[src/rtl/calc_pkg.sv]
// Shared key indices, FSM state encoding and key-event decode for the calculator sequencer.
package calc_pkg;

  localparam int NUM_KEYS  = 14;
  localparam int KEY_PLUS  = 10;
  localparam int KEY_MINUS = 11;
  localparam int KEY_EQ    = 12;
  localparam int KEY_CLR   = 13;

  typedef enum logic [2:0] {
    ST_IDLE   = 3'd0,
    ST_GOT_A  = 3'd1,
    ST_GOT_OP = 3'd2,
    ST_GOT_B  = 3'd3,
    ST_EVAL   = 3'd4,
    ST_SHOW   = 3'd5
  } calc_state_e;

  typedef struct packed {
    logic       clr;
    logic       is_digit;
    logic       is_op;
    logic       is_sub;
    logic       is_eq;
    logic [3:0] digit;
  } key_evt_t;

  // 'C' wins outright; otherwise the lowest set index is kept and the rest dropped.
  function automatic key_evt_t pick_event(input logic [NUM_KEYS-1:0] ev);
    key_evt_t k;
    k = '0;
    if (ev[KEY_CLR]) begin
      k.clr = 1'b1;
    end else begin
      for (int i = KEY_EQ; i >= 0; i--) begin
        if (ev[i]) begin
          k = '0;
          if (i < 10) begin
            k.is_digit = 1'b1;
            k.digit    = 4'(i);
          end else if (i == KEY_EQ) begin
            k.is_eq = 1'b1;
          end else begin
            k.is_op  = 1'b1;
            k.is_sub = (i == KEY_MINUS);
          end
        end
      end
    end
    return k;
  endfunction

endpackage

[src/rtl/calc_seq_ctrl_if.sv]
// Operand/result bus between the sequencer and the external add/sub datapath.
interface calc_seq_ctrl_if;
  logic [3:0] A_DATA;
  logic [3:0] B_DATA;
  logic       OP_SUB;
  logic [5:0] SUM_DATA;
  logic [5:0] SUB_DATA;

  modport master (output A_DATA, B_DATA, OP_SUB, input SUM_DATA, SUB_DATA);
  modport slave  (input A_DATA, B_DATA, OP_SUB, output SUM_DATA, SUB_DATA);
endinterface

[src/rtl/calc_key_cond.sv]
// One push-switch lane: 2-flop sync, optional debounce (CALC_DEBOUNCE_EN), rising-edge press pulse.
module calc_key_cond #(
  parameter int DB_WIDTH = 16
) (
  input  logic CLK,
  input  logic RST_X,
  input  logic key_raw,
  output logic press
);

  logic [1:0] sync_q;
  logic [1:0] valid_q;
  logic       level;
  logic       prev_q;
  logic       armed_q;

  always_ff @(posedge CLK) begin
    if (RST_X) begin
      sync_q  <= '0;
      valid_q <= '0;
    end else begin
      sync_q  <= {sync_q[0], key_raw};
      valid_q <= {valid_q[0], 1'b1};
    end
  end

`ifdef CALC_DEBOUNCE_EN
  localparam logic [DB_WIDTH-1:0] DB_TC = DB_WIDTH'((1 << DB_WIDTH) - 2);

  logic [DB_WIDTH-1:0] db_cnt_q;
  logic                level_q;

  always_ff @(posedge CLK) begin
    if (RST_X) begin
      db_cnt_q <= '0;
      level_q  <= 1'b0;
    end else if (sync_q[1] == level_q) begin
      db_cnt_q <= '0;
    end else if (db_cnt_q == DB_TC) begin
      level_q  <= sync_q[1];
      db_cnt_q <= '0;
    end else begin
      db_cnt_q <= db_cnt_q + 1'b1;
    end
  end

  assign level = level_q;
`else
  assign level = sync_q[1];

  // Debounce width has no effect when the conditioner is a plain pass-through.
  if (DB_WIDTH < 1) begin : g_db_width_unused
  end
`endif

  // A lane only arms once it has seen a genuine released level after reset,
  // so a key held through reset cannot masquerade as a fresh press.
  always_ff @(posedge CLK) begin
    if (RST_X) begin
      prev_q  <= 1'b0;
      armed_q <= 1'b0;
      press   <= 1'b0;
    end else begin
      prev_q <= level;
      if (valid_q[1] && !sync_q[1] && !level) armed_q <= 1'b1;
      press <= armed_q & level & ~prev_q;
    end
  end

endmodule

[src/rtl/calc_seq_ctrl.sv]
// Calculator key sequencer: conditions 14 push switches and steps A op B = through the result FSM.
// Optional macro CALC_DEBOUNCE_EN enables the per-key debounce counter.
//
// state   | meaning
// IDLE    | waiting for first operand digit
// GOT_A   | operand A captured, digit overwrites, +/- selects operator
// GOT_OP  | operator captured, +/- overwrites, digit captures B
// GOT_B   | operand B captured, digit overwrites, '=' evaluates
// EVAL    | one cycle, datapath settles, result latched
// SHOW    | result valid, digit starts a new calculation
module calc_seq_ctrl
  import calc_pkg::*;
#(
  parameter int DB_WIDTH = 16
) (
  input  logic                CLK,
  input  logic                RST_X,
  input  logic [NUM_KEYS-1:0] PSW,
  calc_seq_ctrl_if.master     dp,
  output logic [5:0]          RES_DATA,
  output logic                RES_VALID,
  output logic [2:0]          STATE
);

  logic [NUM_KEYS-1:0] press;
  key_evt_t            evt;
  calc_state_e         state_q;
  logic [3:0]          a_q;
  logic [3:0]          b_q;
  logic                op_q;
  logic [5:0]          res_q;
  logic                res_valid_q;

  for (genvar i = 0; i < NUM_KEYS; i++) begin : g_key
    calc_key_cond #(.DB_WIDTH(DB_WIDTH)) u_key (
      .CLK     (CLK),
      .RST_X   (RST_X),
      .key_raw (PSW[i]),
      .press   (press[i])
    );
  end

  assign evt = pick_event(press);

  always_ff @(posedge CLK) begin
    if (RST_X || evt.clr) begin
      state_q     <= ST_IDLE;
      a_q         <= '0;
      b_q         <= '0;
      op_q        <= 1'b0;
      res_q       <= '0;
      res_valid_q <= 1'b0;
    end else begin
      case (state_q)
        ST_IDLE: begin
          if (evt.is_digit) begin
            a_q     <= evt.digit;
            state_q <= ST_GOT_A;
          end
        end
        ST_GOT_A: begin
          if (evt.is_digit) begin
            a_q <= evt.digit;
          end else if (evt.is_op) begin
            op_q    <= evt.is_sub;
            state_q <= ST_GOT_OP;
          end
        end
        ST_GOT_OP: begin
          if (evt.is_op) begin
            op_q <= evt.is_sub;
          end else if (evt.is_digit) begin
            b_q     <= evt.digit;
            state_q <= ST_GOT_B;
          end
        end
        ST_GOT_B: begin
          if (evt.is_digit) begin
            b_q <= evt.digit;
          end else if (evt.is_eq) begin
            state_q <= ST_EVAL;
          end
        end
        ST_EVAL: begin
          res_q       <= op_q ? dp.SUB_DATA : dp.SUM_DATA;
          res_valid_q <= 1'b1;
          state_q     <= ST_SHOW;
        end
        ST_SHOW: begin
          if (evt.is_digit) begin
            a_q         <= evt.digit;
            b_q         <= '0;
            res_valid_q <= 1'b0;
            state_q     <= ST_GOT_A;
          end
        end
        default: state_q <= ST_IDLE;
      endcase
    end
  end

  assign dp.A_DATA = a_q;
  assign dp.B_DATA = b_q;
  assign dp.OP_SUB = op_q;
  assign RES_DATA  = res_q;
  assign RES_VALID = res_valid_q;
  assign STATE     = state_q;

endmodule

[src/flat_wrapper.sv]
// flat-port wrapper written by rule: the top's interface ports become plain ports
module calc_seq_ctrl_flat import calc_pkg::*;
#(
  parameter int DB_WIDTH = 16
)
  (CLK, RST_X, PSW, RES_DATA, RES_VALID, STATE, dp_A_DATA, dp_B_DATA, dp_OP_SUB, dp_SUM_DATA, dp_SUB_DATA);
  calc_seq_ctrl_if dp_i ();
  input  logic CLK;
  input  logic RST_X;
  input  logic [NUM_KEYS-1:0] PSW;
  output logic [5:0] RES_DATA;
  output logic RES_VALID;
  output logic [2:0] STATE;
  output wire logic [$bits(dp_i.A_DATA)-1:0] dp_A_DATA;
  output wire logic [$bits(dp_i.B_DATA)-1:0] dp_B_DATA;
  output wire logic [$bits(dp_i.OP_SUB)-1:0] dp_OP_SUB;
  input wire logic [$bits(dp_i.SUM_DATA)-1:0] dp_SUM_DATA;
  input wire logic [$bits(dp_i.SUB_DATA)-1:0] dp_SUB_DATA;
  assign dp_A_DATA = dp_i.A_DATA;
  assign dp_B_DATA = dp_i.B_DATA;
  assign dp_OP_SUB = dp_i.OP_SUB;
  assign dp_i.SUM_DATA = dp_SUM_DATA;
  assign dp_i.SUB_DATA = dp_SUB_DATA;
  calc_seq_ctrl #(.DB_WIDTH(DB_WIDTH)) u_core (.CLK(CLK), .RST_X(RST_X), .PSW(PSW), .dp(dp_i), .RES_DATA(RES_DATA), .RES_VALID(RES_VALID), .STATE(STATE));
endmodule
[config.mk]
export PLATFORM = sky130hd
export DESIGN_NAME = calc_seq_ctrl_flat
export DESIGN_NICKNAME = d
export VERILOG_FILES = /design/src/rtl/calc_pkg.sv /design/src/rtl/calc_seq_ctrl_if.sv /design/src/rtl/calc_key_cond.sv /design/src/rtl/calc_seq_ctrl.sv /design/src/flat_wrapper.sv
export SDC_FILE = /design/constraint.sdc
export NUM_CORES = 1
export LEC_CHECK = 0
export ABC_CLOCK_PERIOD_IN_PS = 3400
export CORE_UTILIZATION = 40
export CTS_CLUSTER_SIZE = 16
export DETAILED_ROUTE_END_ITERATION = 7
export RECOVER_POWER = 50
export SLEW_MARGIN = 20
export SYNTH_ARGS = -nofsm -noshare
export SYNTH_HDL_FRONTEND = slang
export SYNTH_HIERARCHICAL = 1
export SYNTH_SLANG_ARGS = --single-unit
export TNS_END_PERCENT = 5
[constraint.sdc]
create_clock -name CLK -period 3.4 [get_ports CLK]
set_input_delay 0.51 -clock CLK [delete_from_list [all_inputs] [get_ports CLK]]
set_output_delay 0.51 -clock CLK [all_outputs]
set_load 0.05 [all_outputs]
======== Word-level counts from Yosys, hierarchy flattened ========
Index checks and enable logic that the tools add are counted.
word-level totals
  register bits after elaboration ......... 117
  input port bits ......................... 28
  output and inout bits ................... 19
operators by class
  equality and inequality tests ........... 13
  mux-type cells .......................... 47
  bitwise logic cells ..................... 42
  reduce and logical (&&, ||, !) cells .... 54
operators with widths
  operator                                                                  count
  8-bit two-way mux                                                         11
  1-bit bitwise AND                                                         28
  1-bit logical AND                                                         28
  3-bit two-way mux                                                         7
  1-bit two-way mux                                                         18
  3-bit case mux with 5 select lines                                        1
  1-bit zero test                                                           14
  7-bit two-way mux                                                         2
  1-bit inverter                                                            14
  4-bit two-way mux                                                         3
  4-bit case mux with 3 select lines                                        1
  2-bit by 1-bit inequality test with 1-bit output (second input constant)  5
  7-bit AND reduction                                                       1
  3-bit by 2-bit == test with 1-bit output (second input constant)          2
  3-bit == test (second input constant)                                     2
  6-bit two-way mux                                                         1
  2-bit inequality test (second input constant)                             3
  2-bit AND reduction                                                       3
  5-bit two-way mux                                                         1
  1-bit case mux with 2 select lines                                        2
  2-bit nonzero test                                                        2
  3-bit by 1-bit == test with 1-bit output (second input constant)          1
  3-bit zero test                                                           1
  3-bit AND reduction                                                       1
  other kinds (4)                                                           4

======== Logic depth before layout (Yosys ltp) ========
  depth after elaboration ................. 17
  depth in mapped cells ................... 6

======== By module ========
Netlist, hierarchy kept.
by module, submodules not included
  module         times used  cells an instance  area each (sq um)  sequential area each (sq um)
  calc_key_cond  14          15                 201.4              140.1
  calc_seq_ctrl  1           105                947.2              380.4

======== Worst setup path after synthesis ========
OpenSTA, ideal clock, no wires.
  path type ............................... register -> register
  start ................................... reg u_core.state_q[2] (netlist: u_core/STATE[2])
  end ..................................... reg u_core.res_q[2] (netlist: u_core/RES_DATA[2])
  arrival ................................. 1.783 ns
  data required time ...................... 3.314 ns
  setup slack ............................. 1.531 ns
  stages on the path, launching flop included .. 7
  buffers on the path ..................... 2
  cell sequence ........................... dfxtp_1 -> buf_2 -> inv_1 -> nor3_1 -> clkbuf_1 -> nor2_1 -> a211oi_1
between the ends
  cells in the longest elaborated chain, start to end .. 1
RTL lines
  what                      line                 source
  start: declaration        calc_seq_ctrl.sv:27  calc_state_e state_q;
  start signal: assignment  calc_seq_ctrl.sv:47  state_q <= ST_IDLE;
  start signal: assignment  calc_seq_ctrl.sv:58  state_q <= ST_GOT_A;
  start signal: assignment  calc_seq_ctrl.sv:66  state_q <= ST_GOT_OP;
  3-bit == test             calc_seq_ctrl.sv:54  case (state_q)
  end signal: assignment    calc_seq_ctrl.sv:85  res_q <= op_q ? dp.SUB_DATA : dp.SUM_DATA;
  end: declaration          calc_seq_ctrl.sv:31  logic [5:0] res_q;
No other way between the ends.
A chain may end at the register's enable or synchronous reset.

======== Worst setup path after layout ========
  start ................................... reg u_core.state_q[1] (netlist: u_core/STATE[1])
  end ..................................... out STATE[1]
RTL lines
  what              line                source
  end: declaration  flat_wrapper.sv:13  output logic [2:0] STATE;
No word-level cell between the ends.

==> flow_summary.yaml <==
pwr:
  power_density_nw_per_um2: 661
  irDropWorstVdd_mv: 0.441
  p_leak_nw: 2.06
floorplan:
  initial_cell_density_of_the_core: 0.410
  chipWidth_um: 99.1
  num_io_pins: 47
  floorplan.rows: 35
  floorplan.core_area_um2: 9200
  chipHeight_um: 99.1
  die-area_um2: 9810
clocking:
  htreeDepth: 4
  clock_sinks: 117
  cts-resized-gates: 0
  clkLatencyLatePin_ns: 0.50
  cts_hold_buf: 0
  clock_tree_from_tritoncts: "built"
  clk_pin_slew_ns: 0.05
  clock_path_buffers: 2
  post-cts-setup-buffer-count: 0
  tritoncts.num_buffers: 17
  clockRootBuffer: "sky130_fd_sc_hd__clkbuf_8"
yosys:
  yosysWarningCount: 6
  syn_area_per_cell_um2: 12.0
  synthesized_netlist_net_count: 343
  ys_seq_area_frac: 0.622
  synthDistinctLibCells: 36
  syn-cell-area_um2: 3770
  ys_ff_latch: 117
  synthesis.instances: 315
final_layout:
  syn_to_final_growth_pct: 30.2
  num_antenna_cells: 0
  filler_cell_count: 827
  layout_common_cells: "117 x sky130_fd_sc_hd__dfxtp_1, 45 x sky130_fd_sc_hd__clkdlybuf4s50_1, 42 x sky130_fd_sc_hd__and2b_2, 23 x sky130_fd_sc_hd__nor2b_1, 18 x sky130_fd_sc_hd__inv_1"
  most_common_library_cell_in_the_layout_ignoring_fill_and_taps: "sky130_fd_sc_hd__dfxtp_1"
  area_of_combinational_cells_with_multiple_inputs_um2: 1310
  drive_gt1_frac: 0.223
  finalNetCount: 405
  register_area_um2: 2340
  post-route-util: 0.533
placed_design:
  routability_congestion_estimate: 0.701
  detailed_place_hpwl_mm: 3.78
  port-buffer-count: 46
timing:
  fin_crit_sh: 0.719
  tightestPinTransition_ns: 0.979
  report.final.setup_viol: 0
  minimum_clock_period_after_layout_ns: 2.44
  timing_max_transition_violations_final: 0
  fin_setup_tns_ns: 0
  max_clock_freq_mhz: 409
  finalHoldViolations: 0
  timing.slew.headroom: 0.348
  finalClockSkew_ns: 0.00796
  rsz_0062_raised_after_global_routing: "no"
worst_setup_path:
  cp.required_ns: 2.89
  timing.critical_path.cells: "clkdlybuf4s50_1"
  slowest_delay_ns: 0.88
  setup.worst_path.class: "register to output port"
  worst-endpoint-arrival_ns: 1.93
  critical_path_peak_fanout: 13
  crit_path_start_kind: "register"
  critPathTopFamily: "buffers and inverters"
  library_cell_contributing_the_largest_single_delay_on_the_critical_path: "sky130_fd_sc_hd__clkdlybuf4s50_1"
  cp_num_buf_inv: 1
  setup.reg_to_reg.worst_slack_ns: 1.63
  crit_path_capture_type: "output port"
hold_path:
  hold_class: "register to register"
detailed_routing:
  route.detailed.wl_per_inst_um: 11.4
  per_cell_via_count_in_the_routed_design: 4.50
  detail-route-antenna-nets: 0
  detail_route.iter0.violations: 39
  num_vias: 2257
  detail_route.first_pass.iterations: 4
  post-route-drc-count: 0
  postRouteWirelength_mm: 5.73
global_route:
  global_route_wire_length_before_repair_mm: 9.93
  grt_remaining_overflow: 0
  grt_max_degree: 51
  via_count_of_the_first_global_routing_pass: 2214
  antenna_violations_before_repair: 0
  gr-usage-all-layers: 0.133
status:
  run_status: "complete, no violations"
run:
  maxCapViolations: 0
## registers in the layout, summed over array words and instances (netlist names), 4 cells and up
signal and cells:
u_core/g_key.u_key/valid_q 28, u_core/g_key.u_key/sync_q 28, u_core/g_key.u_key/press 14, u_core/g_key.u_key/armed_q 14, u_core/dp.A_DATA 4, u_core/RES_DATA 6, u_core/dp.B_DATA 4, u_core/g_key.u_key/prev_q 14
## final timing paths
path,startpoint,cells past startpoint,endpoint
max,u_core/STATE[1],1,STATE[1]
min,u_core/g_key[12].u_key/sync_q[0],1,u_core/g_key[12].u_key/sync_q[1]
max reg2reg,u_core/g_key[4].u_key/press,4,u_core/STATE[1]
min reg2reg,u_core/g_key[12].u_key/sync_q[0],1,u_core/g_key[12].u_key/sync_q[1]
## Yosys cell counts
cell type,instances,area [µm²]
sky130_fd_sc_hd__a211oi_1,10,75.1
sky130_fd_sc_hd__a21oi_1,3,15.0
sky130_fd_sc_hd__a221oi_1,1,8.76
sky130_fd_sc_hd__a2bb2o_1,2,20.0
sky130_fd_sc_hd__a31oi_1,1,6.26
sky130_fd_sc_hd__a32o_1,2,20.0
sky130_fd_sc_hd__and2b_2,42,368
sky130_fd_sc_hd__and3_2,1,7.51
sky130_fd_sc_hd__and3b_1,14,123
sky130_fd_sc_hd__buf_2,2,10.0
sky130_fd_sc_hd__clkbuf_1,3,11.3
sky130_fd_sc_hd__dfxtp_1,117,2340
sky130_fd_sc_hd__inv_1,18,67.6
sky130_fd_sc_hd__mux2_2,1,11.3
sky130_fd_sc_hd__mux2i_1,9,90.1
sky130_fd_sc_hd__nand2_1,6,22.5
sky130_fd_sc_hd__nand2b_1,3,18.8
sky130_fd_sc_hd__nand3_1,2,10.0
sky130_fd_sc_hd__nand3_2,1,10.0
sky130_fd_sc_hd__nand3b_1,1,7.51
sky130_fd_sc_hd__nor2_1,15,56.3
sky130_fd_sc_hd__nor2b_1,14,87.6
sky130_fd_sc_hd__nor2b_2,14,123
sky130_fd_sc_hd__nor3_1,3,15.0
sky130_fd_sc_hd__nor3_2,1,10.0
sky130_fd_sc_hd__nor3b_1,2,15.0
sky130_fd_sc_hd__nor4_4,1,21.3
sky130_fd_sc_hd__o21a_1,14,105
sky130_fd_sc_hd__o21ai_0,1,5.00
sky130_fd_sc_hd__o221a_2,1,11.3
sky130_fd_sc_hd__o2bb2ai_1,1,8.76
sky130_fd_sc_hd__o31ai_1,3,22.5
sky130_fd_sc_hd__or2_2,1,6.26
sky130_fd_sc_hd__or3_1,2,12.5
sky130_fd_sc_hd__or4_1,2,15.0
sky130_fd_sc_hd__xnor2_1,1,8.76
## per-layer routing
| layer | track usage | routed length (µm) |
|---|---|---|
| met1 | 0.157 | 2770 |
| met2 | 0.200 | 2590 |
| met3 | 0.0681 | 344 |
| met4 | 0.0667 | 37 |
| met5 | 0 | 0 |
## stage by stage
stage	std cells	power (mW)	hold WS, ns	instance area (µm²)	setup slack (ns)
floorplan	315	1.54	0.428	3770	1.53
global placement	469	1.60	0.430	4360	1.49
detailed placement	469	1.60	0.435	4360	1.48
CTS	501	3.29	0.396	4930	0.936
global route	501	3.38	0.452	4900	0.844
finish	501	3.24	0.444	4900	0.956
## report_power, final
part           total [mW]  internal [mW]  switching, mW
Combinational       0.129         0.0771         0.0519
Sequential           1.44           1.42         0.0174
Clock                1.67           1.08          0.591
## cells by family (layout without fill, tap and decap cells)
group | count (synthesis) | in the layout | share of synthesized area
AND/OR/NAND/NOR | 125 | 125 | 0.246
flip-flops | 117 | 117 | 0.622
AO/OA/AOI/OAI | 39 | 39 | 0.0790
buffers and inverters | 23 | 98 | 0.0236
multiplexers | 10 | 10 | 0.0269
XOR/XNOR | 1 | 1 | 0.00233
## layout make-up
type                    instances  area share
inverters                      18      0.0138
repair buffers                 48      0.0952
flip-flops and latches        117       0.478
clock inverters                12      0.0263
well taps                     111      0.0283
clock buffers                  20      0.0908
multi-input cells             175       0.268
(Power assumes the default switching activity.)
